===== src/rtl/qpsk_pkg.sv =====
// qpsk_pkg: shared QPSK constants and desynchronizer state type.
package qpsk_pkg;
    localparam int SYMBOL_CYCLES_DEF = 52;
    localparam int NIBBLE_W_DEF = 4;
    typedef enum logic [1:0] {IDLE, HUNT, RUN} desync_state_t;
endpackage


===== src/rtl/qpsk_bit_sampler.sv =====
// qpsk_bit_sampler: mid-symbol bit decision for one stream.
// QPSK_DESYNC_MAJORITY_EN selects a 2-of-3 vote around SAMPLE_POINT, strobing one clk later.
module qpsk_bit_sampler #(
    parameter int CW = 6,
    parameter int SAMPLE_POINT = 26
) (
`ifdef QPSK_DESYNC_MAJORITY_EN
    input  logic          clk,
    input  logic          reset,
`endif
    input  logic [CW-1:0] cnt,
    input  logic          bit_in,
    output logic          bit_out,
    output logic          strobe
);
`ifdef QPSK_DESYNC_MAJORITY_EN
    logic [1:0] hist;
    always_ff @(posedge clk or negedge reset)
        if (!reset) hist <= '0;
        else hist <= {hist[0], bit_in};
    // hist holds the samples from SAMPLE_POINT-1 and SAMPLE_POINT when cnt reaches SAMPLE_POINT+1
    assign bit_out = (hist[1] & hist[0]) | (hist[1] & bit_in) | (hist[0] & bit_in);
    assign strobe = cnt == CW'(SAMPLE_POINT + 1);
`else
    assign bit_out = bit_in;
    assign strobe = cnt == CW'(SAMPLE_POINT);
`endif
endmodule


===== src/rtl/qpsk_desynchronizer.sv =====
// qpsk_desynchronizer: reassembles even/odd bit streams into nibble pairs on a valid/ready port.
// QPSK_DESYNC_MAJORITY_EN enables majority-vote sampling (one extra clk of latency).
module qpsk_desynchronizer
    import qpsk_pkg::*;
#(
    parameter int SYMBOL_CYCLES = SYMBOL_CYCLES_DEF,
    parameter int SAMPLE_POINT = 26,
    parameter int NIBBLE_W = NIBBLE_W_DEF
) (
    input  logic                clk,
    input  logic                reset,
    input  logic                en,
    input  logic                sym_start,
    input  logic                even_in,
    input  logic                odd_in,
    output logic [NIBBLE_W-1:0] dataeve,
    output logic [NIBBLE_W-1:0] dataodd,
    output logic                out_valid,
    input  logic                out_ready,
    output logic                overrun,
    output logic                locked
);
    localparam int CW = SYMBOL_CYCLES > 1 ? $clog2(SYMBOL_CYCLES) : 1;
    localparam int IW = NIBBLE_W > 1 ? $clog2(NIBBLE_W) : 1;

    desync_state_t state, state_nx;
    logic [CW-1:0] cnt, cnt_eff;
    logic [IW-1:0] idx, idx_eff;
    logic start, active, samp, done, last_cnt, last_idx;
    logic even_bit, odd_bit, even_stb, odd_stb;
    logic [NIBBLE_W-1:0] even_sr, odd_sr, even_nib, odd_nib;

    always_ff @(posedge clk or negedge reset)
        if (!reset) state <= HUNT;
        else state <= state_nx;

    always_comb
        state_nx = !en ? IDLE :
                   state == IDLE ? HUNT :
                   (state == HUNT && sym_start) ? RUN : state;

    always_comb locked = state == RUN;

    // a sym_start pulse makes its own clock count as cnt=0, idx=0
    assign start = en && sym_start && state != IDLE;
    assign active = en && (state == RUN || start);
    assign cnt_eff = start ? '0 : cnt;
    assign idx_eff = start ? '0 : idx;
    assign last_cnt = cnt_eff == CW'(SYMBOL_CYCLES - 1);
    assign last_idx = idx_eff == IW'(NIBBLE_W - 1);
    assign samp = active && even_stb && odd_stb;
    assign done = samp && last_idx;

    qpsk_bit_sampler #(.CW(CW), .SAMPLE_POINT(SAMPLE_POINT)) u_even (
`ifdef QPSK_DESYNC_MAJORITY_EN
        .clk(clk), .reset(reset),
`endif
        .cnt(cnt_eff), .bit_in(even_in), .bit_out(even_bit), .strobe(even_stb)
    );

    qpsk_bit_sampler #(.CW(CW), .SAMPLE_POINT(SAMPLE_POINT)) u_odd (
`ifdef QPSK_DESYNC_MAJORITY_EN
        .clk(clk), .reset(reset),
`endif
        .cnt(cnt_eff), .bit_in(odd_in), .bit_out(odd_bit), .strobe(odd_stb)
    );

    always_ff @(posedge clk or negedge reset)
        if (!reset) begin
            cnt <= '0;
            idx <= '0;
        end else if (!active) begin
            cnt <= '0;
            idx <= '0;
        end else begin
            cnt <= last_cnt ? '0 : cnt_eff + 1'b1;
            idx <= !last_cnt ? idx_eff : last_idx ? '0 : idx_eff + 1'b1;
        end

    always_ff @(posedge clk or negedge reset)
        if (!reset) begin
            even_sr <= '0;
            odd_sr <= '0;
        end else if (samp) begin
            even_sr[idx_eff] <= even_bit;
            odd_sr[idx_eff] <= odd_bit;
        end

    // completed nibble includes the bit being sampled this clock
    always_comb begin
        even_nib = even_sr;
        odd_nib = odd_sr;
        even_nib[NIBBLE_W-1] = even_bit;
        odd_nib[NIBBLE_W-1] = odd_bit;
    end

    always_ff @(posedge clk or negedge reset)
        if (!reset) begin
            dataeve <= '0;
            dataodd <= '0;
            out_valid <= 1'b0;
            overrun <= 1'b0;
        end else if (done && out_valid && !out_ready) begin
            overrun <= 1'b1;
        end else if (done) begin
            dataeve <= even_nib;
            dataodd <= odd_nib;
            out_valid <= 1'b1;
        end else if (out_ready) begin
            out_valid <= 1'b0;
        end
endmodule

===== config.mk =====
export PLATFORM = sky130hd
export DESIGN_NAME = qpsk_desynchronizer
export DESIGN_NICKNAME = d
export VERILOG_FILES = /design/src/rtl/qpsk_pkg.sv /design/src/rtl/qpsk_bit_sampler.sv /design/src/rtl/qpsk_desynchronizer.sv
export SDC_FILE = /design/constraint.sdc
export NUM_CORES = 1
export LEC_CHECK = 0
export CELL_PAD_IN_SITES_DETAIL_PLACEMENT = 1
export CELL_PAD_IN_SITES_GLOBAL_PLACEMENT = 1
export CORE_MARGIN = 4
export CORE_UTILIZATION = 38
export DETAILED_ROUTE_END_ITERATION = 6
export PLACE_DENSITY_LB_ADDON = 0.1
export SLEW_MARGIN = 40
export SYNTH_ARGS = -nofsm -noshare
export SYNTH_HDL_FRONTEND = slang
export SYNTH_SLANG_ARGS = --single-unit

===== constraint.sdc =====
create_clock -name clk -period 2.1 [get_ports clk]
set_input_delay 0.21 -clock clk [delete_from_list [all_inputs] [get_ports clk]]
set_output_delay 0.21 -clock clk [all_outputs]
set_load 0.01 [all_outputs]

==> impl_summary.md <==
STA
For the pin with the worst max-slew slack, the measured transition is 349 ps. Clock skew on the completed layout was measured at 8.04 ps. The maximum achievable frequency is 0.499 GHz. The final period utilization is 95.5%.

Headroom to the max-slew limit came out at 76.5%. The hold violation count in the final report is 0. The worst path needs 2000 ps of the cycle, external delays included. The setup-violating endpoint count in the final report is 0. The final count of pins violating max slew is 0. The final total negative setup slack is 0 ps.

Synthesis
The number of enable flip-flop cells after synthesis is 0. Each instance of the synthesized netlist takes up on average 12.7 um2. The most common cell in the synthesized netlist is dfrtp_1. During synthesis, Yosys emitted a total of 0 warnings. By area the synthesized netlist is led by dfrtp_1, mux2_4, ha_1, mux2_2, nor2_1. The summed instance area of the synthesized netlist is 1260 um2. The number of nets in the synthesized netlist is 112. The count of state elements after synthesis is 26. Summing the sequential cell areas from Yosys gives 51.8% of the chip area. In this run, distinct cell masters in the synthesized netlist total 30. The leading register cell type out of synthesis is dfrtp_1. The biggest area consumer among synthesized cells is dfrtp_1. The async set-or-reset flop fraction in the synthesized netlist is 100%. Counting every instance in the synthesized netlist gives 99. In this run the biggest area consumer among cell types represents 49.7% of the synthesized area. The commonest cells after synthesis are dfrtp_1, nor2_1, mux2_4.

Cells and area
The count of filler cells inserted in the layout is 356. The proportion of layout cells with a drive suffix above 1 is 34.6%. The antenna diode count is 0.

The final core utilization is 53.9%. Compared with the post-synthesis result, the final layout area differs by 32.9%. The count of cells in the finished layout, fillers not included, comes to 180. After the last flow step, the layout net total stands at 150. The area used by sequential logic in the layout is 652 um2. The area of combinational cells with multiple inputs is 601 um2.

Floorplan
During I/O placement, the number of pins put on the boundary was 18. The die is 65.6 um wide. The starting utilization of the core area is 40.6%. The placement row count is 20.

The die outline height is 65.6 um. The die outline area is 4300 um2. The area of the core is 3100 um2.

Route
For this block, the initial DRC count from the detailed router was 22. For this run, the detailed router's first-pass iteration total came to 2. The average wire length per cell after detail routing is 13.3 um. The final wirelength is 2390 um. The remaining antenna violation count after routing is 0.

Across all layers, the routed design uses 836 vias. Using the TritonRoute via totals, the vias-per-cell ratio works out to 4.64. The total DRC errors in the routed layout is 0.

Min path
The type of the tightest min-delay check is in2async.

Global routing
The total overflow reported by the global router is 0. The number of antenna violations at the first check in global routing is 0. The wire length of the first global-routing pass is 4070 um.

The total track usage is 12.4%. The via count of the first global-routing pass is 928. The largest net degree at the start of global routing is 27.

Worst setup path
The reg-to-reg critical path startpoint is state[0]. The worst path arrival time is 2220 ps. The critical path capture point type is a register. Across all register-to-register paths, the minimum setup slack is 100 ps.

At the worst endpoint, the required time is 2310 ps. The terminus of the critical flop-to-flop path is dataeve[0]. The number of cells on the worst reg-to-reg path is 7.

The critical path is of the reg2reg type. Of all nets on the critical path, the largest fanout is 8. The launching element type of the critical path is a register. The critical path goes through o211ai_1 -> buf_4 -> and2_1 -> ha_1 -> and3b_2 -> buf_12 -> mux2_4.

Among all stages on the critical path, the largest delay is contributed by dfstp_2. The stage delay of the slowest cell on the critical path is 580 ps.

Power
The power consumption is 830 uW. The power per standard cell area is 496 nW/um2. IR analysis of the VDD net gives a maximum drop of 296 uV.

The total leakage power is 0.789 nW.

Clocking
For the worst-skew pair, the clock arrives at the later sink with an insertion delay of 320 ps. Clock-pin slew was measured on the worst setup and hold paths at 140 ps. The clock passes through at most 2 buffers. The CTS buffer count is 3. The cell sitting at the root of the clock tree is a clkbuf_4.

For this design, the sink count on the clock tree is 26. TritonCTS built the clock tree. The CTS H-tree depth is 1. The total of hold buffers inserted after clock tree synthesis is 0.

Placed design
The detailed placement HPWL is 1810 um. In this run the tool buffered the top-level ports with 17 buffer cells. Once placement completed, the tool counted placed cells totaling 174. The congestion estimate from routability-driven global placement came to 0.723.

Run status
The run finished with clean final reports.

Run
The total of max-cap violations is 0.
## kinds of logic (layout without fill, tap and decap cells)
logic type	Yosys count	count (layout)	share of synthesized area, %
AND/OR/NAND/NOR	32	32	15.6
flip-flops	26	26	51.8
multiplexers	16	16	16.5
AO/OA/AOI/OAI	10	10	5.67
adder cells (fa/ha/maj)	6	6	5.96
buffers and inverters	6	43	2.39
XOR/XNOR	3	3	2.09
## worst max-delay path by stage
stage	from	end	slack [ps]
after CTS	state[0]	dataeve[0]	60
after global routing	state[1]	dataeve[1]	-20
after detailed placement	sym_start	dataeve[0]	-70
after global placement	en	dataeve[2]	-20
after floorplan	state[1]	dataeve[0]	-40
final	state[0]	dataeve[0]	100
## critical path: cells and delay by family, from the launching register on
| kind | cells | cell delay [ps] |
|---|---|---|
| compound gates | 1 | 130 |
| fa+ha+maj | 1 | 190 |
| buf+inv | 2 | 320 |
| mux | 1 | 290 |
| flops | 1 | 580 |
| simple gates | 2 | 380 |
## layout make-up
type,instances,share of cell area [%]
Sequential cell,26,39.0
Multi-Input combinational cell,67,35.9
Timing Repair Buffer,34,18.5
Tap cell,44,3.29
Clock buffer,4,2.17
Inverter,5,1.12
## per-layer routing
layer	vias to the layer above	part of all wire [%]	global-route usage [%]	routed length [um]
met3	4	3.1	2.22	74
met1	411	42	14.1	997
met4	0	0.84	4.66	20
met2	13	54	22.8	1290
li1	408	-	-	-
met5	-	0	0	0
## power by group
part / internal, mW / switching [mW] / total, mW
sequential: 0.507 / 0.00394 / 0.511
clock: 0.106 / 0.146 / 0.252
combinational: 0.0342 / 0.0327 / 0.0669
## repair_timing
item	4_1_cts	5_1_grt
buffers inserted	0	2
endpoints found under the setup margin	0	10
gates resized for setup	0	5
endpoints found under the hold margin	0	0
## cell usage in the layout, fill, tap and decap left out, types with 2 or more instances in the layout
cell type and n:
nand2_1 5, inv_1 5, nor2_1 11, xor2_1 2, o21a_1 2, mux2_4 8, and2_1 2, clkbuf_4 3
dfrtp_1 25, ha_1 5, mux2i_1 2, mux2_2 6, o21ai_0 2, buf_4 16, clkdlybuf4s50_1 17, and2_2 2
nor2b_1 2, nand3_1 2
## state kept, by name, indices dropped and copies added, names as in the netlist
| name | flops |
|---|---|
| cnt | 6 |
| dataeve | 4 |
| dataodd | 4 |
| even_sr | 3 |
| idx | 2 |
| odd_sr | 3 |
| out_valid | 1 |
| overrun | 1 |
| state | 2 |
## through the flow
stage	cell area (um2)	hold slack, ps	setup slack (ps)
final	1670	244	95.2
after global routing	1670	250	-18.5
after CTS	1640	248	55.7
after detailed placement	1600	464	-68.6
after global placement	1600	455	-24.4
after floorplan	1260	-85.6	-37.5
No activity file was read; power rests on OpenSTA's default activity.
